## src/rtl/logic_op_sequencer.sv

```systemverilog
// logic_op_sequencer
// Self-test front end for the 8-function NAND-built logic unit. A run walks
// all 32 {sel, a, b} combinations in ascending order. Each combination is
// held for SETTLE cycles, and the unit's answer is sampled on the last edge
// of that window. The answer is stored in result and checked against the
// golden truth table. The block counts mismatches and remembers the first
// failing step.
module logic_op_sequencer #(
    parameter int SETTLE = 1            // cycles per step, legal 1..15
) (
    input  logic        clk,
    input  logic        rst_n,
    input  logic        start,
    input  logic        hold,
    input  logic        unit_out,
    output logic        a,
    output logic        b,
    output logic [2:0]  sel,
    output logic        busy,
    output logic        done,
    output logic [31:0] result,
    output logic [5:0]  err_cnt,
    output logic [4:0]  first_err_idx
);

    // Bit i holds the expected unit result for step i, where step i uses
    // sel = i[4:2], a = i[1], b = i[0]. The functions by sel are:
    // NAND, AND, OR, NOR, XOR, XNOR, NOT a, NOT a.
    localparam logic [31:0] GOLDEN      = 32'h33961E87;
    localparam logic [3:0]  SETTLE_LAST = 4'(SETTLE - 1);

    typedef enum logic [1:0] {
        IDLE = 2'd0,
        RUN  = 2'd1,
        DONE = 2'd2
    } state_t;

    state_t      state_reg;
    logic [4:0]  idx_reg;   // current step
    logic [3:0]  cnt_reg;   // settle counter within the current step

    // Sequencer FSM with registered operand, status and result outputs
    always_ff @(posedge clk or negedge rst_n) begin
        if (!rst_n) begin
            state_reg     <= IDLE;
            idx_reg       <= 5'd0;
            cnt_reg       <= 4'd0;
            a             <= 1'b0;
            b             <= 1'b0;
            sel           <= 3'd0;
            busy          <= 1'b0;
            done          <= 1'b0;
            result        <= 32'd0;
            err_cnt       <= 6'd0;
            first_err_idx <= 5'd0;
        end else begin
            // done is high only for the cycle spent in DONE
            done <= 1'b0;
            case (state_reg)
                IDLE: begin
                    // The operands keep their last values while idle.
                    if (start) begin
                        result        <= 32'd0;
                        err_cnt       <= 6'd0;
                        first_err_idx <= 5'd0;
                        idx_reg       <= 5'd0;
                        cnt_reg       <= 4'd0;
                        {sel, a, b}   <= 5'd0;
                        busy          <= 1'b1;
                        state_reg     <= RUN;
                    end
                end
                RUN: begin
                    // While hold is high, the step and counter stay frozen.
                    if (!hold) begin
                        if (cnt_reg == SETTLE_LAST) begin
                            cnt_reg         <= 4'd0;
                            result[idx_reg] <= unit_out;
                            if (unit_out != GOLDEN[idx_reg]) begin
                                err_cnt <= err_cnt + 6'd1;
                                // A zero count means no mismatch so far in this run.
                                if (err_cnt == 6'd0) begin
                                    first_err_idx <= idx_reg;
                                end
                            end
                            if (idx_reg == 5'd31) begin
                                busy      <= 1'b0;
                                done      <= 1'b1;
                                state_reg <= DONE;
                            end else begin
                                idx_reg     <= idx_reg + 5'd1;
                                {sel, a, b} <= idx_reg + 5'd1;
                            end
                        end else begin
                            cnt_reg <= cnt_reg + 4'd1;
                        end
                    end
                end
                DONE: begin
                    // A start request in this cycle is dropped.
                    state_reg <= IDLE;
                end
                default: begin
                    state_reg <= IDLE;
                end
            endcase
        end
    end

endmodule

```

## config.mk

```make
export PLATFORM = sky130hd
export DESIGN_NAME = logic_op_sequencer
export DESIGN_NICKNAME = d
export VERILOG_FILES = /design/src/rtl/logic_op_sequencer.sv
export SDC_FILE = /design/constraint.sdc
export NUM_CORES = 1
export LEC_CHECK = 0
export BUFFER_PORTS_ARGS = -buffer_cell sky130_fd_sc_hd__buf_4
export CORE_MARGIN = 2
export CORE_UTILIZATION = 45
export CTS_CLUSTER_DIAMETER = 30
export CTS_CLUSTER_SIZE = 20
export DETAILED_ROUTE_END_ITERATION = 16
export PLACE_DENSITY = 0.65
export SKIP_CTS_REPAIR_TIMING = 1
export SLEW_MARGIN = 20
export SYNTH_ARGS = -nofsm -noshare
export SYNTH_HDL_FRONTEND = slang
export SYNTH_SLANG_ARGS = --single-unit
```

## constraint.sdc

```tcl
create_clock -name clk -period 4 [get_ports clk]
set_input_delay 0.2 -clock clk [delete_from_list [all_inputs] [get_ports clk]]
set_output_delay 0.2 -clock clk [all_outputs]
set_load 0.02 [all_outputs]
```

* Yosys cells after proc, flatten, opt, wreduce, memory -nomap -nowiden *
Memory sizes are Yosys's and may differ from the RTL's.
Index checks and enable logic that the tools add are counted.

word-level totals
  bits in registers = 61
  bits in read-only memories = 32
  bits of input ports = 5
  output and inout port bits = 50
  logic and storage cells = 94
  memories kept = 1

operators by class
  add/subtract/negate cells = 3
  $lt $le $gt $ge = 2
  equal/unequal tests = 10
  multiplexer cells = 55
  reductions and logical operators = 12

memories
  memory            depth  bits a word  rd ports  clocked after memory_dff  write ports  RTL line  text
  (name not given)  32     1            1         0                         0            79        if (unit_out != GOLDEN[idx_reg]) begin

operators with widths
  cell                 count
  $mux 32              3
  $pmux 32 s2          1
  $mux 5               8
  $bwmux 32            1
  $mux 6               4
  $pmux 5 s2           2
  $mux 1               17
  $reduce_and 5->1     3
  $ne 2x2->1 const B   7
  $mux 3               4
  $mux 4               3
  $pmux 6 s2           1
  $mux 2               4
  $pmux 4 s2           1
  $reduce_and 4->1     2
  $add 6x1->6 const B  1
  $logic_not 6->1      1
  $lt 5x6->1 const B   1
  $pmux 1 s2           3
  $pmux 3 s2           1
  $reduce_and 6->1     1
  $add 5x1->5 const B  1
  $demux 1 s5          1
  $eq 5x5->1 const B   1
  10 further kinds     10

* Depth between registers and ports, before layout *
Gate-level depths: netlist (run 1).

  depth after elaboration = 8
  gate-level depth with buffers = 8
  gate-level depth less buffers = 7

* Least setup slack after synthesis (run 1) *
Ideal clock, no wire load.

  path type = reg-to-reg
  start point = reg, netlist name a
  end point = reg err_cnt[0]
  setup time = 121 ps
  arrival = 2067 ps
  data required time = 3879 ps
  setup slack = 1813 ps
  cell stages (with the launch flop) = 8
  path buffers = 0
  period minus slack after synthesis = 2187 ps
  cells stage by stage = dfrtp_1 inv_1 ha_1 mux2_4 a22oi_4 nand3_2 a31o_1 a22o_1

RTL lines
  element               RTL line  text
  end signal, assigned  80        err_cnt <= err_cnt + 6'd1;
  end, declared         22        output logic [5:0] err_cnt,

==> impl.org, run 1 <==
** STA
- Count of final setup violators :: 0
- Maximum operating frequency :: ~0.42 GHz
- Slew at the pin closest to its max-slew limit :: around 940 ps
- In this run the tightest slew margin relative to its limit is 0.373.
- Crit share post-route :: 0.592
- The hold violation count in the final report was 0.
- The clock period could shrink to ~2400 ps.
- Clk_skew :: between 5 and 6 ps
- The tightest hold path in the finished design has a slack of ~260 ps.
- The final-report max-slew violation count was 0.
- Setup repair after global routing left no endpoint under its margin.
- In the final timing run, aggregate negative setup slack is 0 ps.

** CTS
- Buffer depth of the longest clock path :: 2
- Clock tree synthesis selected as its root buffer the cell sky130_fd_sc_hd__clkbuf_8.
- Clock transition time at the flip-flop clock pins of the worst setup and hold paths :: roughly 100 ps
- H-tree depth :: 2
- Clock Sink Count :: 56
- TritonCTS built the clock tree.
- Clock insertion delay at the later pin of the skew report :: around 310 ps
- In this run, CTS created clock tree buffers numbering 5.

** Power and ir drop
- Worst-case vdd ir drop :: between 200 and 300 µV
- Switch share :: 0.426
- Summed over all cells, the static leakage comes to ~1.6 nW.
- The share of total power dissipated in sequential elements is 0.439.
- Of the total power, the clock network draws 0.172.
- Of the total power, combinational logic draws 0.389.
- In this run the power density over the cells is approximately 510 nW/µm².
- The analysis attributes to net switching a power of around 0.00077 W.
- The internal power of the cells totals about 0.0010 W.

** Synthesis
- Number of warnings reported in the yosys synthesis log :: 0
- Share of synthesized flip-flops with an asynchronous set or reset :: 1.00
- Main area contributors after synthesis :: sky130_fd_sc_hd__dfrtp_1 (46%), sky130_fd_sc_hd__o21ai_0 (11%), sky130_fd_sc_hd__nand2_1 (4.9%)
- Synthesis produced a netlist whose cell count is 332.
- Top_reg_cell synth :: sky130_fd_sc_hd__dfrtp_1
- The share of synthesized area in the top cell type comes to 0.460.
- After synthesis the netlist holds a flip-flop and latch count of between 50 and 60.
- Yosys mapped the design onto 55 distinct sky130hd cell types.
- sky130_fd_sc_hd__dfrtp_1 takes more of the synthesized area than any other cell.
- When the netlist entered floorplanning its net count stood at 347.
- Number of enable flip-flop cells after synthesis :: 0
- Proportion of synthesized chip area in sequential cells :: 0.460
- Each instance of the synthesized netlist takes up on average about 9.2 µm².
- Summed instance area of the synthesized netlist :: slightly above 3000 µm²

** Floorplanning
- Initial core utilization :: 0.472
- In this run the standard cell core region covers approximately 6500 µm².
- Die X :: 86.3 µm
- Top-level port count :: 55
- The floorplan has 29 rows.
- The floorplan step defined a die boundary enclosing between 7000 and 8000 µm².
- The die is roughly 86 µm tall.

** Setup path
- STA classifies the critical path startpoint as a flip-flop.
- Highest-delay cell along the critical path :: sky130_fd_sc_hd__dfrtp_1
- Traced cell by cell, the critical path runs through ha_1 > mux2_4 > a22oi_4 > a21o_1 > nand2_1 > a221o_1.
- Crit end category :: flip-flop
- Setup slack, reg-to-reg :: ~1600 ps
- Cell family with the largest share of critical-path delay :: compound AO/OA/AOI/OAI gates
- CP Buf/Inv Count :: 0
- The worst register-to-register path ends at err_cnt[3].
- Reg-to-reg startpoint :: a
- Largest fanout on the critical path :: 14
- Data on the critical path arrives at its endpoint at roughly 2600 ps.
- Start-to-end type of the worst setup path :: reg2reg
- Crit path required time :: approximately 4200 ps
- The largest single stage delay on the critical path is 480 ps.
- Reg2reg path depth :: 6

** Finish
- The filler cells instantiated in the layout total 639.
- From synthesis to final layout, the design area changed by 17.0%.
- The register with the most flip-flops in the layout has 32 of them.
- Once layout is complete, the cells apart from fillers number approximately 450.
- In the final layout, the share of cells above drive strength 1 is 0.210.
- In the layout the commonest cells are sky130_fd_sc_hd__o21ai_0 (68), sky130_fd_sc_hd__dfrtp_1 (56), sky130_fd_sc_hd__buf_4 (55), sky130_fd_sc_hd__nand2_1 (39), sky130_fd_sc_hd__a21oi_1 (29).
- result holds more flip-flops than any other register.
- Leaving out fill and tap cells, the most frequent cell in the layout is sky130_fd_sc_hd__o21ai_0.
- 0 antenna diodes ended up in the layout.
- Registers with the most flip-flops :: result: 32 flops, err_cnt: 6 flops, first_err_idx: 5 flops
- For this run, the post-layout net count is 391.
- The finished cells cover 3560 µm².

** GRT
- Number of antenna violations at the first check in global routing :: 0
- Met3 capacity usage during global routing :: 0.0495
- In the global route stage, met2 resource usage came out at 0.311.
- The first global-routing pass estimated 12.8 mm of wire.
- Number of global-route vias before repair :: roughly 2500
- Remaining Overflow, GRT :: 0
- Largest net degree at the start of global routing :: 57
- For met1 alone, demand over resource in global routing was 0.328.
- Total routing resource utilization after global routing :: 0.215
- Most used routing layer in global routing :: met1

** Place
- Final weighted congestion in routability-driven placement :: slightly below 0.9
- Detailed placement HPWL :: 5.20 mm
- Port buffering added 54 buffers.
- After detailed placement, the total cell area comes to 3470 µm².
- In this run, placement finished with an instance count of ~450.

** Run status
- The flow ran to the end, and the final reports show no timing, DRC or antenna violations.

** Min path
- The startpoint identified for the worst hold timing path is hold.
- The worst hold path terminates at state_reg[0].
- Number of instances on the worst hold path :: 3
- Hold Path Class :: in2reg

** Detailed routing
- Remaining antenna violation count :: 0
- After detailed routing, the average wire length per cell comes to roughly 17 µm.
- Wires add up to about 7.6 mm.
- First-iteration detailed-routing DRC count :: ~240
- Total number of vias :: roughly 2700
- Avg Vias per Cell :: between 5 and 6
- The pre-antenna-repair detailed-routing pass consisted of 5 iterations.
- For this run, design rule violations remaining after detail routing come to 0.

** Job
- Number of max-cap violations :: 0
cells in the mapped netlist (all sizes together), types with 2 or more instances:
cell / number
a211oi: 2
a21oi: 30
a22o: 3
a31oi: 7
and2: 3
and3: 6
buf: 6
clkbuf: 13
dfrtp: 56
ha: 10
inv: 8
mux2: 3
mux2i: 6
nand2: 42
nand2b: 5
nand3: 8
nand4: 2
nor2: 10
nor2b: 8
nor3: 4
nor4: 2
nor4b: 2
o211ai: 2
o21ai: 70
o31ai: 3
xor2: 2
logic make-up (layout without fill, tap and decap cells):
| family | after synthesis | count (layout) | synth area share |
|---|---|---|---|
| flip-flops | 56 | 56 | 0.460 |
| AND/OR/NAND/NOR | 97 | 97 | 0.167 |
| adder cells (fa/ha/maj) | 10 | 10 | 0.0411 |
| AO/OA/AOI/OAI | 130 | 130 | 0.255 |
| XOR/XNOR | 2 | 2 | 0.00575 |
| multiplexers | 9 | 9 | 0.0320 |
| buffers and inverters | 28 | 72 | 0.0390 |
metrics by stage:
step / power, W / util / worst slack [ps]
2_1_floorplan: 0.00127 / - / 1810
3_3_place_gp: 0.00149 / 0.537 / 1720
3_5_place_dp: 0.00151 / 0.537 / 1640
4_1_cts: 0.00182 / 0.550 / 1640
5_1_grt: 0.00194 / 0.552 / 1460
6_report: 0.00181 / 0.552 / 1630
power groups by stage:
stage	Sequential, W	Clock (W)	Combinational (W)
floorplan	0.000809	0	0.000463
global placement	0.000795	0	0.000693
detailed placement	0.000807	0	0.000704
CTS	0.000796	0.000318	0.000708
global route	0.000822	0.000344	0.000769
finish	0.000796	0.000311	0.000705
layout make-up:
| type | count | area (µm²) | area share |
|---|---|---|---|
| multi-input combinational | 248 | 1530 | 0.429 |
| sequential | 56 | 1400 | 0.393 |
| timing repair buffer | 56 | 423 | 0.119 |
| tap | 77 | 96.3 | 0.0270 |
| clock buffer | 5 | 68.8 | 0.0193 |
| inverter | 9 | 33.8 | 0.00948 |
| clock inverter | 2 | 12.5 | 0.00351 |
metal layers:
layer  vias to the layer above  wire length (µm)  part of all wire
li1                       1286                 -                 -
met1                      1300              3680              0.48
met2                        68              3420              0.45
met3                         7               425             0.056
met4                         0                58            0.0076
met5                         -                 0                 0
how the worst max path moves through the flow:
stage | from | endpoint | cells after the start
6_report | a | err_cnt[3] | 6
5_1_grt | sel[0] | err_cnt[3] | 5
2_1_floorplan | a | err_cnt[0] | 7
4_1_cts | a | err_cnt[3] | 6
3_5_place_dp | a | err_cnt[3] | 6
3_3_place_gp | a | err_cnt[3] | 6
tightest hold or removal path: cells and delay by family:
kind	cells	cell delay, ps
buffers and inverters	1	110
AO/OA/AOI/OAI	1	160
AND/OR/NAND/NOR	1	70
(Power assumes the default switching activity.)
==> run 2, diff against run 1 <==
- PLACE_DENSITY: 0.65 -> 0.67
- clock period: 4 -> 2 ns (I/O delays scaled with it)
==> run 2 against run 1 <==
Compared with the run above:
- sequential share of layout area is 3.0 points lower
- register-to-register slack worse by 1600 ps
- non-clock buffer count is 27 higher
- clock power is 100% higher
- clock skew is 10 ps higher
- total power is 130% higher
- critical path depth is 1 higher
- largest cell class unchanged
- largest power group is now combinational logic
==> impl.org, run 2 (synthesis gave the netlist of run 1 again) <==
** Finish
- Of the cells placed in the final design, the portion with a size suffix greater than 1 is 0.295.
- Diode count :: 0
- Summed area of non-filler cells in the final layout :: 3870 µm²
- Most common library cell in the layout ignoring fill and taps :: sky130_fd_sc_hd__buf_4
- Multi-input logic area :: ~1600 µm²
- The largest registers in the layout are result: 32 flops, err_cnt: 6 flops, first_err_idx: 5 flops.
- Counting the fill cells in the layout gives around 570.
- The finished layout holds ~480 standard cells, fillers aside.
- Flip-flop count of the largest register, all copies and words added :: 32
- In the final layout, flip-flops and latches occupy about 1400 µm².
- The register with the most flip-flops in the final layout is result.
- The top cell types in the final layout, fill and taps aside, are sky130_fd_sc_hd__buf_4 (80), sky130_fd_sc_hd__o21ai_0 (64), sky130_fd_sc_hd__dfrtp_1 (54), sky130_fd_sc_hd__nand2_1 (40), sky130_fd_sc_hd__a21oi_1 (29).
- Compared with the post-synthesis result, the final layout area differs by 26.9%.
- The net count of the finished layout is ~420.

** GRT
- Across every metal layer, demand over resource in global routing totals 0.223.
- Most used routing layer in global routing :: met1
- The first global-routing pass estimated approximately 13 mm of wire.
- For met1 alone, demand over resource in global routing was 0.343.
- Number of global-route vias before repair :: 2526
- Number of antenna violations at the first check in global routing :: 0
- In the global route stage, met2 resource usage came out at 0.337.
- Largest net degree at the start of global routing :: 57
- Remaining Overflow, GRT :: 0
- For met3 alone, demand over resource in global routing was 0.0390.

** STA
- Measured against its own limit, the worst slew margin works out to 0.527.
- Maximum operating frequency :: 0.503 GHz
- Fin crit period :: 1990 ps
- The final-report max-slew violation count is 0.
- Total Neg Setup Slack :: 0 ps
- Clk_skew :: 16.1 ps
- Final setup margin :: approximately 11 ps
- Fin. Hold Viols :: 0
- Crit share post-route :: 0.994
- Slew at the pin closest to its max-slew limit :: between 700 and 800 ps
- RSZ-0062 raised after global routing :: true
- Setup violations remaining at the end of the flow were counted as 0.

** Power and ir drop
- Worst-case vdd ir drop :: a little over 700 µV
- Of the total power, the clock network draws 0.152.
- Dividing total power by cell area gives a power density of between 1000 and 1500 nW/µm².
- Static Leak :: about 1.8 nW
- After layout, the design draws a total of between 0.004 and 0.005 W.
- Of the total power, the share spent switching nets is 0.419.
- Of the total power, registers draw 0.358.
- Internal :: about 0.0024 W
- Share of total power in combinational logic :: 0.490
- Net switching power :: roughly 0.0017 W

** CTS
- Buffer depth of the longest clock path :: 2
- Root buffer cell :: sky130_fd_sc_hd__clkbuf_8
- The clock reaches the later pin of the worst-skew pair after 320 ps.
- The clock net in this run drives a total of 56 sinks.
- Clock-pin slew was measured on the worst setup and hold paths at roughly 110 ps.
- CTS tree :: yes
- In this run the number of H-tree levels came out at 2.
- Counting the buffers created by CTS gives 5.

** Place
- In this run the cell area measured after placement is about 3700 µm².
- Setup Slack @ Placement :: -34.2 ps
- Final weighted congestion in routability-driven placement :: roughly 0.85
- Port bufs :: 54
- Detailed placement finished with a half-perimeter wire length of 5.43 mm.
- Count of placed standard cells including taps :: ~470

** Floorplanning
- The die covers 7440 µm².
- Number of rows created at floorplan :: 29
- Measured along the x axis, the die boundary spans between 80 and 90 µm.
- From bottom edge to top edge, the die measures about 86 µm.
- Core region area :: 6460 µm²
- Initial core utilization :: 0.472
- Top-level port count :: 55

** Setup path
- Along the worst path, the maximum fanout reaches 7.
- STA classifies the critical path endpoint as a flip-flop.
- Crit path DAT :: approximately 2200 ps
- The worst setup path is launched from a flip-flop.
- At the worst endpoint, the required time is ~2200 ps.
- The worst setup path is of the reg2reg kind.

** Min path
- The min-delay analysis places its worst path in the category in2reg.

** Detailed routing
- The first detailed-routing pass ran for 5 iterations.
- The routed design has 8.17 mm of wire.
- First-iteration detailed-routing DRC count :: 229
- Once detail routing completed, the nets flagged for antenna violations numbered 0.
- The routed layout has between 2000 and 3000 vias.
- Remaining DRCs :: 0
- In the final routed layout, each cell accounts on average for 17.0 µm.
- Avg Vias per Cell :: about 5.8

** Job
- The tool flagged a number of max-cap violations equal to 0.

** Run status
- The run finished with clean final reports.
==> run 2: cell types whose count changed in the layout (fill, tap and decap cells not counted), sizes merged <==
cell	previous run	this run
buf	55	82
clkinv	2	4
clkinvlp	1	0
==> run 2: layout make-up <==
type,instances,share of cell area
Multi-Input combinational cell,248,0.415
Sequential cell,56,0.363
Timing Repair Buffer,83,0.166
Tap cell,77,0.0249
Clock buffer,5,0.0178
Inverter,9,0.00874
Clock inverter,3,0.00485
==> run 2: final timing paths <==
| check | start | end | slack (ps) | cells past startpoint |
|---|---|---|---|---|
| max | b | first_err_idx[3] | 10 | 7 |
| min | hold | state_reg[0] | 170 | 3 |
| max reg2reg | b | first_err_idx[3] | 10 | 7 |
| min reg2reg | busy | busy | 490 | 2 |
| max in group asynchronous | rst_n | a | 1120 | 2 |
| min in group asynchronous | rst_n | result[12] | 370 | 2 |
==> run 2: metal layers <==
layer,vias up,share of wire
met5,-,0
met4,0,0.011
met2,93,0.47
met1,1361,0.47
met3,10,0.053
li1,1341,-
==> run 2: power by group through the flow <==
| stage | combinational, W | clock, W | sequential, W |
|---|---|---|---|
| 2_1_floorplan | 0.000972 | 0 | 0.00163 |
| 6_report | 0.00202 | 0.000629 | 0.00148 |
| 4_1_cts | 0.00179 | 0.000636 | 0.00146 |
| 3_5_place_dp | 0.00178 | 0 | 0.00148 |
| 5_1_grt | 0.00218 | 0.000699 | 0.00151 |
| 3_3_place_gp | 0.00175 | 0 | 0.00148 |
==> run 2: metrics by stage <==
step,utilization,hold slack (ps)
global route,0.599,169
global placement,0.566,204
finish,0.599,169
detailed placement,0.566,203
CTS,0.580,-146
floorplan,-,-196
==> run 2: worst max-delay path: stages, from the launching register on <==
cell and delay [ps]:
sky130_fd_sc_hd__dfrtp_2 460, sky130_fd_sc_hd__inv_2 80, sky130_fd_sc_hd__ha_4 210, sky130_fd_sc_hd__xor2_4 160, sky130_fd_sc_hd__o211ai_4 280, sky130_fd_sc_hd__nand3_4 180
sky130_fd_sc_hd__a21oi_4 300, sky130_fd_sc_hd__mux2i_1 230
